### src/rtl/board_drop_controller.sv
// Connect Four board store and drop sequencer: scans a column, places a piece,
// then hands the move to the victory checker and latches its verdict.
// Ports: drop_valid/drop_col/drop_player -> drop_ready/drop_done/drop_ok,
//   move_row/move_col/check_start -> checker, check_done/winner_in <- checker,
//   check_row_read/check_col_read -> check_data, clear_board,
//   game_winner, board_full.
module board_drop_controller #(
  parameter int ROWS = 6,
  parameter int COLS = 7
) (
  input  logic       clk,
  input  logic       rst_n,
  input  logic       drop_valid,
  input  logic [2:0] drop_col,
  input  logic [1:0] drop_player,
  output logic       drop_ready,
  output logic       drop_done,
  output logic       drop_ok,
  output logic [2:0] move_row,
  output logic [2:0] move_col,
  output logic       check_start,
  input  logic       check_done,
  input  logic [1:0] winner_in,
  input  logic [2:0] check_row_read,
  input  logic [2:0] check_col_read,
  output logic [1:0] check_data,
  input  logic       clear_board,
  output logic [1:0] game_winner,
  output logic       board_full
);

  localparam logic [2:0] S_IDLE  = 3'd0;
  localparam logic [2:0] S_SCAN  = 3'd1;
  localparam logic [2:0] S_WRITE = 3'd2;
  localparam logic [2:0] S_CHECK = 3'd3;
  localparam logic [2:0] S_WAIT  = 3'd4;
  localparam logic [2:0] S_DONE  = 3'd5;

  // 7-bit count so an 8x8 board can still reach its 64-cell full mark
  localparam logic [6:0] NCELL = 7'(ROWS * COLS);
  localparam logic [2:0] TOPROW = 3'(ROWS - 1);

  function automatic logic [5:0] cidx(
    input logic [2:0] r,
    input logic [2:0] c
  );
    return 6'(r) * 6'(COLS) + 6'(c);
  endfunction

  // Sized to the largest board; unused entries stay zero
  logic [1:0] cells_q [64];

  logic [2:0] state_q, state_d;
  logic [2:0] scan_q, scan_d;
  logic       ok_q, ok_d;
  logic [2:0] col_q;
  logic [1:0] ply_q;
  logic [2:0] mrow_q, mcol_q;
  logic [6:0] cnt_q;
  logic [1:0] win_q;
  logic       clrp_q;

  logic idle, do_clear, accept, bad_req;
  logic scan_empty, scan_top;
  logic [1:0] scan_cell;

  assign idle       = (state_q == S_IDLE);
  assign board_full = (cnt_q == NCELL);
  assign drop_ready = idle & (win_q == 2'b00) & ~board_full;
  // A pending or fresh clear takes the IDLE cycle and blocks acceptance
  assign do_clear   = idle & (clear_board | clrp_q);
  assign accept     = drop_valid & drop_ready & ~do_clear;
  assign bad_req    = ({1'b0, drop_col} >= 4'(COLS)) |
                      (drop_player == 2'b00) |
                      (drop_player == 2'b11);

  assign scan_cell  = cells_q[cidx(scan_q, col_q)];
  assign scan_empty = (scan_cell == 2'b00);
  assign scan_top   = (scan_q == TOPROW);

  assign drop_done   = (state_q == S_DONE);
  assign drop_ok     = (state_q == S_DONE) & ok_q;
  assign check_start = (state_q == S_CHECK);
  assign move_row    = mrow_q;
  assign move_col    = mcol_q;
  assign game_winner = win_q;

  always_comb begin
    check_data = 2'b00;
    if (({1'b0, check_row_read} < 4'(ROWS)) &&
        ({1'b0, check_col_read} < 4'(COLS)))
      check_data = cells_q[cidx(check_row_read, check_col_read)];
  end

  always_comb begin
    state_d = state_q;
    scan_d  = scan_q;
    ok_d    = ok_q;
    unique case (state_q)
      S_IDLE: begin
        if (accept) begin
          if (bad_req) begin
            state_d = S_DONE;
            ok_d    = 1'b0;
          end else begin
            state_d = S_SCAN;
            scan_d  = 3'd0;
          end
        end
      end
      S_SCAN: begin
        if (scan_empty) begin
          state_d = S_WRITE;
        end else if (scan_top) begin
          state_d = S_DONE;
          ok_d    = 1'b0;
        end else begin
          scan_d = scan_q + 3'd1;
        end
      end
      S_WRITE: state_d = S_CHECK;
      S_CHECK: state_d = S_WAIT;
      S_WAIT: begin
        if (check_done) begin
          state_d = S_DONE;
          ok_d    = 1'b1;
        end
      end
      S_DONE:  state_d = S_IDLE;
      default: state_d = S_IDLE;
    endcase
  end

  always_ff @(posedge clk or negedge rst_n) begin
    if (!rst_n) begin
      state_q <= S_IDLE;
      scan_q  <= 3'd0;
      ok_q    <= 1'b0;
      col_q   <= 3'd0;
      ply_q   <= 2'b00;
      mrow_q  <= 3'd0;
      mcol_q  <= 3'd0;
      cnt_q   <= 7'd0;
      win_q   <= 2'b00;
      clrp_q  <= 1'b0;
      for (int i = 0; i < 64; i++) cells_q[i] <= 2'b00;
    end else begin
      state_q <= state_d;
      scan_q  <= scan_d;
      ok_q    <= ok_d;
      if (accept) begin
        col_q <= drop_col;
        ply_q <= drop_player;
      end
      if (do_clear)
        clrp_q <= 1'b0;
      else if (clear_board && !idle)
        clrp_q <= 1'b1;
      if (state_q == S_WRITE) begin
        cells_q[cidx(scan_q, col_q)] <= ply_q;
        mrow_q <= scan_q;
        mcol_q <= col_q;
        if (cnt_q != NCELL) cnt_q <= cnt_q + 7'd1;
      end
      if (state_q == S_WAIT && check_done && winner_in != 2'b00)
        win_q <= winner_in;
      if (do_clear) begin
        for (int i = 0; i < 64; i++) cells_q[i] <= 2'b00;
        cnt_q <= 7'd0;
        win_q <= 2'b00;
      end
    end
  end

endmodule
### config.mk
export PLATFORM = sky130hd
export DESIGN_NAME = board_drop_controller
export DESIGN_NICKNAME = d
export VERILOG_FILES = /design/src/rtl/board_drop_controller.sv
export SDC_FILE = /design/constraint.sdc
export NUM_CORES = 1
export LEC_CHECK = 0
export BUFFER_PORTS_ARGS = -buffer_cell sky130_fd_sc_hd__buf_4
export CORE_UTILIZATION = 50
export DETAILED_ROUTE_END_ITERATION = 8
export PLACE_DENSITY = 0.76
export SYNTH_ARGS = -nofsm -noshare
export SYNTH_HDL_FRONTEND = slang
export SYNTH_SLANG_ARGS = --single-unit
### constraint.sdc
create_clock -name clk -period 6.8 [get_ports clk]
set_clock_uncertainty 0.1 [all_clocks]
set_input_delay 0.68 -clock clk [delete_from_list [all_inputs] [get_ports clk]]
set_output_delay 0.68 -clock clk [all_outputs]
set_load 0.02 [all_outputs]
=== Word level (Yosys, flattened, before mapping) ===
Index checks and enable logic that the tools add are counted.

* Register bits: 156
* Input port bits: 18
* Output and inout port bits: 15
* Logic and storage cells: 173

* Add/sub/neg operators: 4
* $mul: 2
* Order comparisons: 6
* Equality and inequality tests: 17
* Muxes and demuxes: 36
* Bitwise operators: 13
* Reduce and logical (&&, ||, !) cells: 21

{| class="wikitable"
|+ Operators with widths
! kind !! number
|-
| $mux W128 || 2
|-
| $bwmux W128 || 1
|-
| $mux W3 || 9
|-
| $bmux W2 S6 || 2
|-
| $mux W7 || 3
|-
| $mux W2 || 8
|-
| $pmux W3 S5 || 1
|-
| $ge A7 B7 Y1 const B || 2
|-
| $not A6 Y7 || 2
|-
| $add A6 B3 Y6 || 2
|-
| $demux W2 S6 || 1
|-
| $mul A3 B3 Y6 const B || 2
|-
| $reduce_bool A2 Y1 || 6
|-
| $ne A2 B2 Y1 const B || 5
|-
| $eq A3 B3 Y1 const B || 3
|-
| $add A7 B1 Y7 const B || 1
|-
| $eq A7 B6 Y1 const B || 1
|-
| $lt A7 B1 Y1 const B || 1
|-
| $mux W1 || 7
|-
| $ne A7 B6 Y1 const B || 1
|-
| $and A1 B1 Y1 || 6
|-
| $eq A3 B2 Y1 const B || 2
|-
| $logic_not A2 Y1 || 3
|-
| $lt A3 B3 Y1 const B || 2
|-
| other kinds (18) || 26
|}

=== Depth between registers and ports, before layout ===
* Depth after elaboration: 10
* Gate-level depth with buffers: 15
* Gate-level depth less buffers: 13

=== Least setup slack after synthesis ===
Ideal clock, no wire load.

* Kind: in2out
* Start: input check_row_read[0]
* End: output check_data[1]
* Arrival time: 3,895 ps
* Required time: 6,020 ps
* Slack: 2,125 ps
* Stages: 8
* Path buffers: 0
* Cells stage by stage: fa_1 > inv_1 > fa_1 > fa_1 > xor2_1 > mux4_2 > mux4_2 > and2_1

* Longest elaborated chain between the ends: 7
* Elaborated cells on any way between the ends: 9
* Classes of those cells: add/sub (1); mul (1); order compare (1); mux (4); bitwise (1); reduce/logical (1)

{| class="wikitable"
|+ Ends and longest elaborated chain
! element !! line !! source
|-
| start: declaration || 24 || <nowiki>input logic [2:0] check_row_read,</nowiki>
|-
| $mul A3 B3 Y6 || 47 || <nowiki>return 6'(r) * 6'(COLS) + 6'(c);</nowiki>
|-
| $add A6 B3 Y6 || 47 ||
|-
| $not A6 Y7 (implied by the code) || 92 || <nowiki>check_data = cells_q[cidx(check_row_read, check_col_read)];</nowiki>
|-
| $bmux W2 S6 || 92 ||
|-
| $mux W2 (implied by the code) (2 in a row) || 92 ||
|-
| $mux W2 (*) || 90 || <nowiki>if (({1'b0, check_row_read} < 4'(ROWS)) &&</nowiki>
|-
| end: declaration || 26 || <nowiki>output logic [1:0] check_data,</nowiki>
|}

Mark *: on every way between the ends. The rest lies on a longest branch, timed or not. The select of a mux whose other input is x is not followed.

=== Worst setup path in the final report ===
* Start: input check_row_read[0]
* End: output check_data[0]

Same word-level chain as after synthesis.

==> impl_metrics.tcl <==
set metrics [dict create \
    status "finished clean" \
    wire_per_inst_um 21.3 \
    post-cts-setup-buffer-count 0 \
    drv_cap 0 \
    synth_edf_count 0 \
    antenna_left 0 \
    dp.cells 1060 \
    pin_count 33 \
    crit_chain "buf_4 -> fa_1 -> inv_1 -> fa_1 -> inv_1 -> ha_1 -> a21o_1 -> a21oi_1 -> xnor2_1 -> mux4_2 -> mux4_2 -> and2_1 -> buf_4" \
    overflow 0 \
    start_util_pct 51.9 \
    synth_cell_type_count 43 \
    cts_tree "built" \
    synth-async-reset-ratio_pct 100 \
    yosys_most_used_dff "dfrtp_1" \
    setup.worst_path.start "check_row_read[0]" \
    setup-tns-final_ps 0 \
    die-height_um 140 \
    ys_seq_area_share_pct 41.2 \
    rsz0062_at_grt "false" \
    core_um2 18300 \
    dp_hpwl_um 15400 \
    fin_area_um2 10500 \
    p_leak_nw 5.04 \
    cts_hold_buf 0 \
    critPathCaptureType "output port" \
    r2r_slack_ps 1890 \
    relSlewSlack_pct 17.1 \
    syn-num-nets 892 \
    post-route-period-util_pct 73.5 \
    setup_viol 0 \
    grt_max_degree 92 \
    instances_no_fill 1092 \
    cts_resized 0 \
    placed_cell_area_um2 9880 \
    n_antenna_cell 0 \
    max_stage_delay_ps 570 \
    dr.pass1.iters 4 \
    worst_setup_path_start_kind "input port" \
    slowest_stage "fa_1" \
    syn_to_final_growth_pct 10.6 \
    io_buffers 32 \
    ir_worst_vdd_mv 0.417 \
    fmax_mhz 200 \
    final_net_count 899 \
    synth_area_um2 9480 \
    detail_route.iter0.violations 629 \
    place_congestion 0.865 \
    cp_max_fo 5 \
    clk_latency_ps 440 \
    drv_slew 0 \
    hold_violations 0 \
    drc 0 \
    die_w_um 140 \
    synth-seq-cells 156 \
    worstPathRequired_ps 6020 \
    power_density_nw_per_um2 482 \
    syn-instance-count 843 \
    grt_pass1_wl_um 38200 \
    grt.total_usage_pct 25.8 \
    period_minus_slack_ps 5000 \
    worst_slack_ps 1800 \
    worst_pin_slew_ps 1230 \
    avgSynthCellArea_um2 11.2 \
    grt_pass1_vias 6854 \
    yosysWarnings 0 \
    ctsLongestPathBuffers 2 \
    vias 6807 \
    criticalPathCategory "input port to output port" \
    antenna_found_initial 0 \
    drive_gt1_share_pct 18.3 \
    dieArea_um2 19500 \
    ctsRootBufferMaster "clkbuf_16" \
    reg2reg_depth 12 \
    hold_class "input port to async pin" \
    cts_buffers 17 \
    wl_um 23200 \
    timing.rr.end "state_q[0]$_DFFE_PN0P_" \
    via_per_inst 6.23 \
    clock-sinks 156 \
    place_ws_ps 1810 \
    arrival_ps 4220 \
    rows 49 \
    cts_max_level 4 \
    path_clk_slew_ps 60 \
    reg2reg_from "scan_q[2]$_DFFE_PN0P_" \
    finalPower_mw 5.05 \
]
stage by stage:
stage	hold WS, ps	utilization, %
2_1_floorplan	284	-
3_3_place_gp	366	54.1
3_5_place_dp	376	54.1
4_1_cts	249	57.4
5_1_grt	274	57.4
6_report	173	57.4
cells in the final DEF, fill, tap and decap left out, types with 7 or more instances in the layout:
| master | netlist | routed |
|---|---|---|
| o21ai_0 | 8 | 8 |
| nand3_1 | 27 | 27 |
| nor2_1 | 174 | 174 |
| clkbuf_16 | 0 | 17 |
| nor3_1 | 15 | 14 |
| ha_1 | 23 | 21 |
| a21oi_1 | 8 | 8 |
| dfrtp_1 | 156 | 154 |
| inv_1 | 25 | 25 |
| nand2_1 | 60 | 60 |
| fa_1 | 8 | 7 |
| buf_4 | 5 | 44 |
| mux4_2 | 74 | 74 |
| mux2i_1 | 147 | 147 |
layout make-up:
class,count,area [µm²]
Sequential cell,156,3910
Tap cell,229,287
Timing Repair Buffer,45,342
Inverter,25,93.8
Clock inverter,11,134
Clock buffer,21,470
Multi-Input combinational cell,605,5250
Fill cell,1473,7780
metal layers:
metal	vias to the layer above	share of wire, %	global-route usage, %
met3	55	7.1	6.13
li1	3009	-	-
met1	3461	43	35.2
met2	282	46	39.1
met5	-	0	0
met4	0	3.5	12.3
worst max-delay path: cells and delay by family:
family                     cells  cell delay [ps]
xor gates and xnor gates       1              500
adders and majority gates      3             1380
and+or+nand+nor                1              180
muxes                          2              900
buffers and inverters          4              400
AOI/OAI and AO/OA              2              170
how the worst max path moves through the flow:
stage / cells past startpoint / endpoint
after global placement: 9 / check_data[0]
after detailed placement: 9 / check_data[0]
after global routing: 13 / check_data[0]
after CTS: 9 / check_data[0]
final: 13 / check_data[0]
after floorplan: 8 / check_data[1]
flip-flops by register name, indices dropped and copies added, names as in the netlist, 3 cells and up:
name,flops
cells_q,128
cnt_q,7
col_q,3
move_col,3
move_row,3
scan_q,3
state_q,3
logic make-up (layout without fill, tap and decap cells):
logic type	after synthesis	after routing	share of synthesized area, %
AO/OA/AOI/OAI	33	33	2.18
XOR/XNOR	13	13	1.36
adder cells (fa/ha/maj)	31	31	4.72
buffers and inverters	82	102	3.54
flip-flops	156	156	41.2
multiplexers	225	225	33.6
AND/OR/NAND/NOR	303	303	13.4
cells in the mapped netlist, drive strengths merged (7+ instances only):
master | number | area [µm²]
ha | 23 | 288
mux4 | 74 | 1670
nor2 | 174 | 653
mux2i | 147 | 1470
nand2 | 60 | 225
fa | 8 | 160
a21oi | 8 | 40.0
dfrtp | 156 | 3900
buf | 20 | 103
o21ai | 10 | 50.1
inv | 25 | 93.8
nor3 | 15 | 75.1
xor2 | 7 | 76.3
clkbuf | 37 | 139
nand3 | 27 | 135
report_power, final:
group	switching, mW	internal [mW]
registers	0.0956	1.03
clock network	0.401	0.573
logic	2.01	0.948
No activity file was read; power rests on OpenSTA's default activity.
